**src/rtl/memory_arbiter_pkg.sv**
```systemverilog
`default_nettype none
// ============================================================================
//  Module      : memory_arbiter_pkg
//  Description : Shared constants and state encoding for the I/D memory arbiter.
//  Revision    : 1.0 - initial release
// ============================================================================
package memory_arbiter_pkg;

    localparam int BLOCK_WORDS = 8;
    localparam int IDX_W       = 3;
    localparam int MEM_LATENCY = 4;
    localparam int CNT_W       = IDX_W + 1;

    localparam logic [15:0] c_align_mask = 16'hFFF0;

    typedef logic [1:0] state_t;
    localparam state_t c_st_idle    = 2'd0;
    localparam state_t c_st_i_fill  = 2'd1;
    localparam state_t c_st_d_fill  = 2'd2;
    localparam state_t c_st_d_write = 2'd3;

endpackage
`default_nettype wire

```
**src/rtl/memory_arbiter_beat_counter.sv**
```systemverilog
`default_nettype none
// ============================================================================
//  Module      : mem_beat_counter
//  Description : Loadable saturating up-counter with terminal-count flag.
//  Revision    : 1.0 - initial release
// ============================================================================
module mem_beat_counter
    import memory_arbiter_pkg::*;
#(
    parameter int WIDTH = CNT_W,
    parameter int LIMIT = BLOCK_WORDS
) (
    input  logic             clk,
    input  logic             rst,
    input  logic             i_load,
    input  logic [WIDTH-1:0] i_load_val,
    input  logic             i_inc,
    output logic [WIDTH-1:0] o_count,
    output logic             o_term
);

    logic [WIDTH-1:0] r_count;

    always_ff @(posedge clk or negedge rst) begin
        if (!rst) begin
            r_count <= '0;
        end else if (i_load) begin
            r_count <= i_load_val;
        end else if (i_inc && !o_term) begin
            r_count <= r_count + 1'b1;
        end
    end

    assign o_count = r_count;
    assign o_term  = (r_count == WIDTH'(LIMIT));

endmodule
`default_nettype wire

```
**src/rtl/memory_arbiter.sv**
```systemverilog
`default_nettype none
// ============================================================================
//  Module      : memory_arbiter
//  Description : Shares main memory between I-cache fills and D-cache fills/writes.
//  Revision    : 1.0 - initial release
// ============================================================================
module memory_arbiter
    import memory_arbiter_pkg::*;
(
    input  logic             clk,
    input  logic             rst,
    input  logic             i_req,
    input  logic [15:0]      i_addr,
    input  logic             d_req,
    input  logic             d_we,
    input  logic [15:0]      d_addr,
    input  logic [15:0]      d_wdata,
    input  logic [15:0]      mem_rdata,
    input  logic             mem_data_valid,
    output logic             mem_en,
    output logic             mem_wr,
    output logic [15:0]      mem_addr,
    output logic [15:0]      mem_wdata,
    output logic [15:0]      fill_data,
    output logic [IDX_W-1:0] fill_idx,
    output logic             i_fill_valid,
    output logic             d_fill_valid,
    output logic             i_done,
    output logic             d_done,
    output logic             i_mem_stall,
    output logic             d_mem_stall
);

    state_t           r_state;
    state_t           w_next;
    logic [15:0]      r_base;
    logic [15:0]      w_sel_addr;
    logic [CNT_W-1:0] w_issue_cnt;
    logic [CNT_W-1:0] w_ret_cnt;
    logic             w_issue_term;
    logic             w_ret_term;
    logic             w_idle;
    logic             w_in_fill;
    logic             w_issue;
    logic             w_beat;
    logic             w_last_beat;

    assign w_idle      = (r_state == c_st_idle);
    assign w_in_fill   = (r_state == c_st_i_fill) || (r_state == c_st_d_fill);
    assign w_issue     = w_in_fill && !w_issue_term;
    assign w_beat      = w_in_fill && mem_data_valid && !w_ret_term;
    assign w_last_beat = w_beat && (w_ret_cnt == CNT_W'(BLOCK_WORDS - 1));
    // D wins arbitration, so the latched base follows the same choice
    assign w_sel_addr  = d_req ? d_addr : i_addr;

    mem_beat_counter #(.WIDTH(CNT_W), .LIMIT(BLOCK_WORDS)) u_issue_cnt (
        .clk        (clk),
        .rst        (rst),
        .i_load     (w_idle),
        .i_load_val ('0),
        .i_inc      (w_issue),
        .o_count    (w_issue_cnt),
        .o_term     (w_issue_term)
    );

    mem_beat_counter #(.WIDTH(CNT_W), .LIMIT(BLOCK_WORDS)) u_ret_cnt (
        .clk        (clk),
        .rst        (rst),
        .i_load     (w_idle),
        .i_load_val ('0),
        .i_inc      (w_beat),
        .o_count    (w_ret_cnt),
        .o_term     (w_ret_term)
    );

    always_ff @(posedge clk or negedge rst) begin
        if (!rst) begin
            r_state <= c_st_idle;
            r_base  <= '0;
        end else begin
            r_state <= w_next;
            if (w_idle) begin
                r_base <= w_sel_addr & c_align_mask;
            end
        end
    end

    always_comb begin
        w_next = r_state;
        case (r_state)
            c_st_idle: begin
                if (d_req) begin
                    w_next = d_we ? c_st_d_write : c_st_d_fill;
                end else if (i_req) begin
                    w_next = c_st_i_fill;
                end
            end
            c_st_i_fill, c_st_d_fill: begin
                if (w_last_beat) begin
                    w_next = c_st_idle;
                end
            end
            c_st_d_write: w_next = c_st_idle;
            default:      w_next = c_st_idle;
        endcase
    end

    always_comb begin
        mem_en       = 1'b0;
        mem_wr       = 1'b0;
        mem_addr     = '0;
        mem_wdata    = '0;
        fill_data    = '0;
        fill_idx     = '0;
        i_fill_valid = 1'b0;
        d_fill_valid = 1'b0;
        i_done       = w_last_beat && (r_state == c_st_i_fill);
        d_done       = (w_last_beat && (r_state == c_st_d_fill)) || (r_state == c_st_d_write);
        if (w_issue) begin
            mem_en   = 1'b1;
            mem_addr = r_base + 16'({w_issue_cnt, 1'b0});
        end
        if (r_state == c_st_d_write) begin
            mem_en    = 1'b1;
            mem_wr    = 1'b1;
            mem_addr  = d_addr;
            mem_wdata = d_wdata;
        end
        if (w_beat) begin
            fill_data    = mem_rdata;
            fill_idx     = w_ret_cnt[IDX_W-1:0];
            i_fill_valid = (r_state == c_st_i_fill);
            d_fill_valid = (r_state == c_st_d_fill);
        end
    end

    assign i_mem_stall = (r_state == c_st_d_fill) || (r_state == c_st_d_write);
    assign d_mem_stall = (r_state == c_st_i_fill);

endmodule
`default_nettype wire

```
**config.mk**
```make
export PLATFORM = sky130hd
export DESIGN_NAME = memory_arbiter
export DESIGN_NICKNAME = d
export VERILOG_FILES = /design/src/rtl/memory_arbiter_pkg.sv /design/src/rtl/memory_arbiter_beat_counter.sv /design/src/rtl/memory_arbiter.sv
export SDC_FILE = /design/constraint.sdc
export NUM_CORES = 1
export LEC_CHECK = 0
export CORE_MARGIN = 3
export CORE_UTILIZATION = 37
export CTS_CLUSTER_DIAMETER = 50
export DETAILED_ROUTE_END_ITERATION = 6
export GPL_TIMING_DRIVEN = 0
export PLACE_DENSITY_LB_ADDON = 0.12
export SLEW_MARGIN = 20
export SYNTH_ARGS = -nofsm -noshare
export SYNTH_HDL_FRONTEND = slang
export SYNTH_HIERARCHICAL = 1
export SYNTH_SLANG_ARGS = --single-unit
```
**constraint.sdc**
```tcl
create_clock -name clk -period 2.3 [get_ports clk]
set_input_delay 0.23 -clock clk [delete_from_list [all_inputs] [get_ports clk]]
set_output_delay 0.23 -clock clk [all_outputs]
set_load 0.02 [all_outputs]
```
# == Word-level counts from Yosys, hierarchy flattened ==
# Cells that the tools add are included.
# classes
addsub,3
n_mul,0
div_mod_pow,0
n_lt_le_gt_ge,0
n_eq_ne,8
shifts,0
mux,20
bitwise,0
n_reduce_logical,18
# op_table
cell,count
2-to-1 mux 16 bit,5
adder 16 x 5 -> 16 bit,1
2-to-1 mux 4 bit,4
adder 4 x 1 -> 4 bit (second input constant),2
equality test 4 bit (second input constant),2
logical AND 1 bit,8
2-to-1 mux 1 bit,6
2-to-1 mux 2 bit,3
case mux 2 bit (3 select lines),1
equality test 2 bit (second input constant),2
equality test 4 x 3 -> 1 bit (second input constant),1
nonzero test 2 bit,2
logical OR 1 bit,3
2-to-1 mux 3 bit,1
!= test 3 bit (second input constant),1
equality test 2 x 1 -> 1 bit (second input constant),1
logical NOT 1 bit,2
logical NOT 2 bit,1
!= test 2 bit (second input constant),1
AND reduction 2 bit,1
OR reduction 2 bit,1
# word_totals
reg_bits,22
latchBits,0
ramBits,0
rom_bits,0
inputBits,70
out_inout_bits,59
wordCells,53
n_memories,0

# == Depth between registers and ports, before layout ==
# logic_depth
depth_word,7
mapped_depth,10
ltp_nobuf,9

# == By module ==
# The synthesis kept the hierarchy.
# by_module_without_submodules
module,n_inst,cells_per_inst,area_each_um2,seq_area_each_um2
memory_arbiter,1,178,1427.6,350.3
mem_beat_counter,2,27,264.0,100.1

# == Worst setup path before layout ==
# OpenSTA, ideal clock, no wires.
# synth_path
path_kind,reg2reg
startpoint,reg u_ret_cnt.r_count[0] (netlist: u_ret_cnt/o_count[0])
endpoint,reg u_ret_cnt.r_count[3] (netlist: u_ret_cnt/o_count[3])
setup_ps,125
arrival_ps,1909
required_ps,2175
path_slack_ps,266
path_stages_with_launch,11
n_path_buf,2
period_less_slack_ps,2034
cell_sequence,dfrtp_1 > inv_1 > ha_1 > nand3b_4 > inv_2 > and3b_1 > buf_2 > clkbuf_1 > nand4_1 > xnor2_1 > mux2_2
# synth_between
elab_chain_cells,5
word_cells_on_any_way,8
classes_between,add/sub: 1; eq/ne: 1; mux: 2; reduce/logical: 4
# synth_lines
item,line,rtl
"start, declared",memory_arbiter_beat_counter.sv:22,logic [WIDTH-1:0] r_count;
"start signal, assigned",memory_arbiter_beat_counter.sv:28,r_count <= i_load_val;
"start signal, assigned",memory_arbiter_beat_counter.sv:30,r_count <= r_count + 1'b1;
equality test 4 bit,memory_arbiter_beat_counter.sv:35,assign o_term = (r_count == WIDTH'(LIMIT));
net w_ret_term,memory_arbiter.sv:41,logic w_ret_term;
logical NOT 1 bit,memory_arbiter.sv:51,assign w_beat = w_in_fill && mem_data_valid && !w_ret_term;
logical AND 1 bit,memory_arbiter.sv:51,
net w_beat,memory_arbiter.sv:45,logic w_beat;
logical AND 1 bit,memory_arbiter_beat_counter.sv:29,end else if (i_inc && !o_term) begin
nonzero test 2 bit (no source line),--,
# The timed path passes the listed nets, and every way through them passes these cells. The select of a mux whose other input is x is not followed.
# A chain may end at the register's enable or synchronous reset.

# == Final worst setup path ==
# layout_path
startpoint,reg u_issue_cnt.r_count[3] (netlist: u_issue_cnt/o_count[3])
endpoint,out mem_addr[11]
# layout_between
elab_chain_cells,5
word_cells_on_any_way,6
classes_between,add/sub: 1; eq/ne: 1; mux: 2; reduce/logical: 2
# layout_lines
item,line,rtl
"start, declared",memory_arbiter_beat_counter.sv:22,
"start signal, assigned",memory_arbiter_beat_counter.sv:28,
"start signal, assigned",memory_arbiter_beat_counter.sv:30,
branches (longest 3 deep; another with adder 16 x 5 -> 16 bit),--,
2-to-1 mux 16 bit (*),memory_arbiter.sv:119,if (w_issue) begin
2-to-1 mux 16 bit (*),memory_arbiter.sv:123,if (r_state == c_st_d_write) begin
"end, declared",memory_arbiter.sv:22,"output logic [15:0] mem_addr,"
# Every way passes the cells marked *.

==> impl_summary.txt <==
----------------------------------------------------
[Run status]
  Result of the run ... completed

[Cells and area]
  # diodes ... 0
  Fill cells ... 445
  Fraction of layout instances using a drive strength above 1 ... 20.6%
  Core occupancy in the finished layout ... 69.0%
  Area growth from synthesis to final layout ... 73.3%
  # nets final ... 455

[Floorplan]
  Placeable core region ... 0.00491 mm^2
  Cell Rows ... 25
  IO Pins ... 129
  Area of the die ... 0.00619 mm^2
  Starting density of the core ... 39.8%
  Die extent in y ... 78.7 um
  DIE WIDTH ... 78.7 um

[Timing]
  Post-Route Hold Slack ... 0.384 ns
  Setup repair after global routing missed its margin ... no
  Number of endpoints with negative hold slack in the final report ... 0
  Final-report max-slew violation count ... 0
  Maximum clock rate ... 454 MHz
  Least setup slack across all paths after layout ... 0.0950 ns
  Slew HR ... 65.7%
  Min cycle time layout ... 2.21 ns
  Final clock period utilization by the worst path ... 95.9%
  Worst clock skew on the final layout ... 0.00834 ns
  Slew of the pin with the lowest slew margin ... 0.514 ns
  Final setup violation count ... 0

[Critical path]
  R2R depth ... 5
  Reg-to-reg slack, setup ... 0.21 ns
  Req. time, crit path ... 2.07 ns
  Category of the worst setup path capture point ... output port
  Worst Setup Start Kind ... flip-flop
  Arrival time at the worst endpoint ... 1.98 ns
  Highest fanout seen on the critical path ... 4
  Path type of the worst setup path ... reg2out
  Critical register-to-register path endpoint ... r_base[10]
  Reg2reg start ... r_state[1]

[Yosys]
  Synthesized instance count ... 232
  Number of distinct library cells after synthesis ... 40
  Post-synth EDFFs ... 0
  Register area share after synthesis ... 28.2%
  Commonest register cell after synthesis ... dfrtp_1
  Synth Warn # ... 6
  Register bit total from synthesis ... 22
  List of most frequent post-synthesis cells ... and2_1, dfrtp_1, a21oi_1, nand2_1, nor2_1
  Post-synthesis cell type with the largest combined area ... dfrtp_1
  Area fraction of the dominant cell type after synthesis ... 28.2%
  Cell with the most instances after synthesis ... and2_1
  Synth async-reset ratio ... 100%
  Synth top area cells ... dfrtp_1, and2_1, ha_1, mux2i_1, a21oi_1
  Avg Cell Area, Syn ... 8.43 um^2
  Total standard cell area after synthesis ... 0.00196 mm^2

[Detailed routing]
  Iter 0 DRT Violations ... 76
  Final wirelength ... 6.97 mm
  Average vias per placed instance ... 4.92
  DRC violations left ... 0
  Number of detailed-routing iterations run before antenna repair ... 4
  Number of nets with antenna violations after detailed routing ... 0
  Average wire per standard cell ... 15.9 um
  Total number of vias ... 2163

[Clock network]
  Num CTS Buffers ... 3
  Master cell of the clock root buffer ... clkbuf_8
  CTS tree ... yes
  Maximum number of buffers from clock root to sink ... 2
  Clk_lat worst skew ... 0.26 ns
  Number of H-tree levels ... 1
  Clock transition at path regs ... 0.09 ns
  Num Clock Sinks ... 22

[Global routing]
  Number of global-route vias before repair ... 2177
  Largest net degree at the start of global routing ... 23
  GRT Residual Overflow ... 0
  Global-route wire length before repair ... 10.9 mm
  Number of antenna violations at the first check in global routing ... 0
  All-layer global routing usage ... 21.9%

[Power and ir drop]
  Pwr dens ... 1290 mW/mm^2
  Design Power ... 4390 uW
  Static leakage ... 0.00157 uW
  Peak supply drop ... 0.000819 V

[Place]
  Buffers on Ports ... 123
  HPWL reported at the end of detailed placement ... 5.52 mm
  GP Congestion ... 0.847
  Post-Place Worst Slack ... -0.359 ns

[Worst hold path]
  Class of the tightest hold or removal check ... in2reg
  Min-Delay Startpoint ... d_req
  End point of the worst hold path ... r_base[14]
  Number of cells on the worst hold path ... 3

[Flow run]
  Count of maximum capacitance violations ... 0

----------------------------------------------------
==> flip-flops by register name (all words and copies together) (netlist names) <==
signal	cells
r_base	12
r_state	2
u_issue_cnt/o_count	4
u_ret_cnt/o_count	4
==> cell families after synthesis <==
family	synth area share [%]
buffers and inverters	5.05
other	0.192
DFF	28.2
adders and majority gates	7.04
AOI/OAI and AO/OA	15.4
and+or+nand+nor	30.5
xor gates and xnor gates	5.82
muxes	7.81
==> stage by stage <==
| step | TNS, ns | instance area, um^2 | std cells |
|---|---|---|---|
| 6_report | 0 | 3390 | 440 |
| 5_1_grt | 0 | 3390 | 440 |
| 4_1_cts | -0.915 | 3450 | 437 |
| 3_5_place_dp | -8.55 | 3300 | 429 |
| 3_3_place_gp | -6.94 | 3300 | 429 |
| 2_1_floorplan | 0 | 1980 | 239 |
==> repair_timing <==
action,CTS,global route
buffers inserted,4,2
pin swaps,1,1
hold endpoints to repair,0,22
gates resized for setup,95,50
hold buffers,0,1
endpoints found under the setup margin,49,56
==> critical path, stage by stage, from the launching register on <==
cell and delay [ns]:
dfrtp_2 0.42, ha_1 0.24, and4_4 0.27, nand4_1 0.11, xor2_1 0.16, o31ai_2 0.18, clkdlybuf4s15_1 0.33
==> how the worst max path moves through the flow <==
stage / slack (ns) / startpoint / end
global route: 0.0002 / r_state[1] / r_base[10]
CTS: -0.15 / r_state[1] / mem_wdata[14]
global placement: -0.30 / u_ret_cnt/o_count[0] / fill_data[13]
detailed placement: -0.36 / u_ret_cnt/o_count[0] / fill_data[13]
floorplan: 0.27 / u_ret_cnt/o_count[0] / u_ret_cnt/o_count[3]
finish: 0.09 / u_issue_cnt/o_count[3] / mem_addr[11]
==> area by class of cell <==
cell class	count	area, um^2	area share [%]
Sequential cell	22	552	16.3
Clock inverter	1	30.0	0.886
Inverter	12	47.5	1.40
Timing Repair Buffer	130	1200	35.3
Clock buffer	3	41.3	1.22
Buffer	13	75.1	2.21
Tap cell	67	83.8	2.47
Multi-Input combinational cell	192	1360	40.2
==> where the power goes <==
group	switching [uW]	leakage, uW	internal, uW
logic	1730	0.00129	1490
clock network	127	0.0000357	232
registers	216	0.000249	588
==> cell usage in the layout, fill, tap and decap left out, drive strengths merged, types with 10 or more instances in the layout <==
master         netlist  routed
clkdlybuf4s50        0      82
nand2               16      16
and2                39      39
nor2                16      16
inv                 12      12
buf                  4      19
mux2i               13      13
dfrtp               22      22
ha                  11      11
a22o                10      10
clkdlybuf4s15        0      12
clkbuf               9      26
a21oi               20      20
==> layer usage <==
metal	vias up	share of wire, %	track usage (%)
li1	1064	-	-
met5	-	0	0
met1	1008	41	26.4
met4	0	0.93	3.85
met3	6	8.0	4.65
met2	85	50	40.4
Power figures use the tool's default switching activity.
==> RTL change, RTL diff (same settings) <==
Set the package constant `IDX_W` to 2 (it was 3).
--- a/src/rtl/memory_arbiter_pkg.sv
+++ b/src/rtl/memory_arbiter_pkg.sv
@@ -7,7 +7,7 @@
 package memory_arbiter_pkg;
 
     localparam int BLOCK_WORDS = 8;
-    localparam int IDX_W       = 3;
+    localparam int IDX_W       = 2;
     localparam int MEM_LATENCY = 4;
     localparam int CNT_W       = IDX_W + 1;
 
Interface: changed (resized fill_idx); port bits go from 129 to 128. The function was not compared with the original's and may differ.
==> RTL change against the unedited design <==
  * Power is 14% lower
  * Sequential cell count fell by 2
  * Wire length is 16% lower
  * Area after synthesis decreased by 14%
  * First-iteration DRC count shrank 25%
  * Critical path type unchanged
  * Worst setup slack worse by 7.2 ps
  * Combinational power decreased by 11%
  * Final area is 11% lower
  * Critical endpoint is now mem_en
  * Highest routed layer unchanged
==> RTL change: results (changes against the unedited design) <==
\begin{tabular}{lr}
\hline
Metric & Value \\
\hline
\multicolumn{2}{l}{\textbf{Synth}} \\
\quad Leading cell types by count after synthesis & sky130\_fd\_sc\_hd\_\_and2\_1, sky130\_fd\_sc\_hd\_\_nand2\_1, sky130\_fd\_sc\_hd\_\_dfrtp\_1 \\
\quad Sequential element share of the synthesized area & 29.8\% (+1.6 points) \\
\quad Yosys cell types & 30 (-25\%) \\
\multicolumn{2}{l}{\textbf{Finish}} \\
\quad Share of layout cells above drive strength 1 & 17.4\% (-3.3 points) \\
\quad Number of buffers other than clock buffers in the final layout & 140 (-2.1\%) \\
\quad Sequential share of cell area & 16.7\% (+0.38 points) \\
\quad Filler instances & 358 (-20\%) \\
\quad Signal buffers share of area & 41.9\% (+4.3 points) \\
\multicolumn{2}{l}{\textbf{Power and ir drop}} \\
\quad Total power of the final layout & 0.00376 W (-14\%) \\
\quad Sw Share & 49.0\% (+1.7 points) \\
\quad Sequential cell power & 0.000659 W (-18\%) \\
\multicolumn{2}{l}{\textbf{Placement}} \\
\quad Routability congestion estimate from global placement & 0.750 (-12\%) \\
\quad Number of port buffers & 122 (-0.81\%) \\
\quad DP Area & 2980 um2 (-9.5\%) \\
\quad Worst Setup Slack post-DPL & -68.3 ps (+290 ps) \\
\multicolumn{2}{l}{\textbf{Global routing}} \\
\quad Total routing usage reported by global routing & 20.1\% (-1.9 points) \\
\quad Global-route wire length before repair & 8460 um (-22\%) \\
\quad Routing usage on met3 & 4.24\% (-0.41 points) \\
\quad Global-route met1 utilization & 25.8\% (-0.60 points) \\
\multicolumn{2}{l}{\textbf{Drt}} \\
\quad Total Wirelength & 5860 um (-16\%) \\
\quad Drt initial violations & 57 (-25\%) \\
\multicolumn{2}{l}{\textbf{Worst setup path}} \\
\quad FF-to-FF path depth & 8 (+3) \\
\quad Cell type of the slowest stage on the worst timing path & sky130\_fd\_sc\_hd\_\_dfrtp\_1 \\
\quad Family with the most delay on the worst path & buffers and inverters \\
\multicolumn{2}{l}{\textbf{Timing}} \\
\quad Post-Route Skew & 3.68 ps (-4.66 ps) \\
\multicolumn{2}{l}{\textbf{Outcome}} \\
\quad Run status & complete, no violations \\
\hline
\end{tabular}
## RTL change: cell types whose count changed after synthesis, moves of 4 or more
| cell | unedited run | this run |
|---|---|---|
| sky130_fd_sc_hd__nand2_1 | 16 | 35 |
| sky130_fd_sc_hd__a22o_1 | 10 | 0 |
| sky130_fd_sc_hd__o21ai_1 | 0 | 10 |
| sky130_fd_sc_hd__xnor2_1 | 8 | 0 |
| sky130_fd_sc_hd__nand4_1 | 5 | 0 |
| sky130_fd_sc_hd__xor2_1 | 5 | 0 |
| sky130_fd_sc_hd__a21oi_1 | 18 | 14 |
| sky130_fd_sc_hd__nand2b_1 | 4 | 0 |
| sky130_fd_sc_hd__nor2b_1 | 4 | 0 |
## RTL change: logic make-up (layout without fill, tap and decap cells)
family          Yosys count  after routing  synth area share (%)
simple gates            104            105                  33.2
compound gates           42             42                  14.4
buf+inv                  25            155                  7.37
flops                    20             20                  29.8
mux                      14             14                  8.33
fa+ha+maj                 9              9                  6.70
other cells               1              6                 0.223
## RTL change: timing repair
action / in CTS / in global routing
gates cloned: 0 / 2
resized for setup: 63 / 54
pin swaps: 0 / 1
buffers inserted: 0 / 4
setup endpoints to repair: 45 / 52
## RTL change: final timing paths
path                       startpoint                      to  slack [ps]
max                        r_state[1]                  mem_en          90
min in group asynchronous         rst  u_issue_cnt/o_count[0]         470
max reg2reg                r_state[1]  u_issue_cnt/o_count[2]         400
max in group asynchronous         rst              r_base[13]        1260
min                             d_req               r_base[9]         360
min reg2reg                r_base[14]              r_base[14]         540
## RTL change: metal layers
metal  wire length (um)  vias to the layer above
li1                   -                      971
met2               2790                       98
met5                  0                        -
met3                611                        8
met4                106                        0
met1               2350                      886
## RTL change: worst min-delay path: cells and delay by family
family	cells	cell delay, ps
buf+inv	1	130
compound gates	1	140
mux	1	80
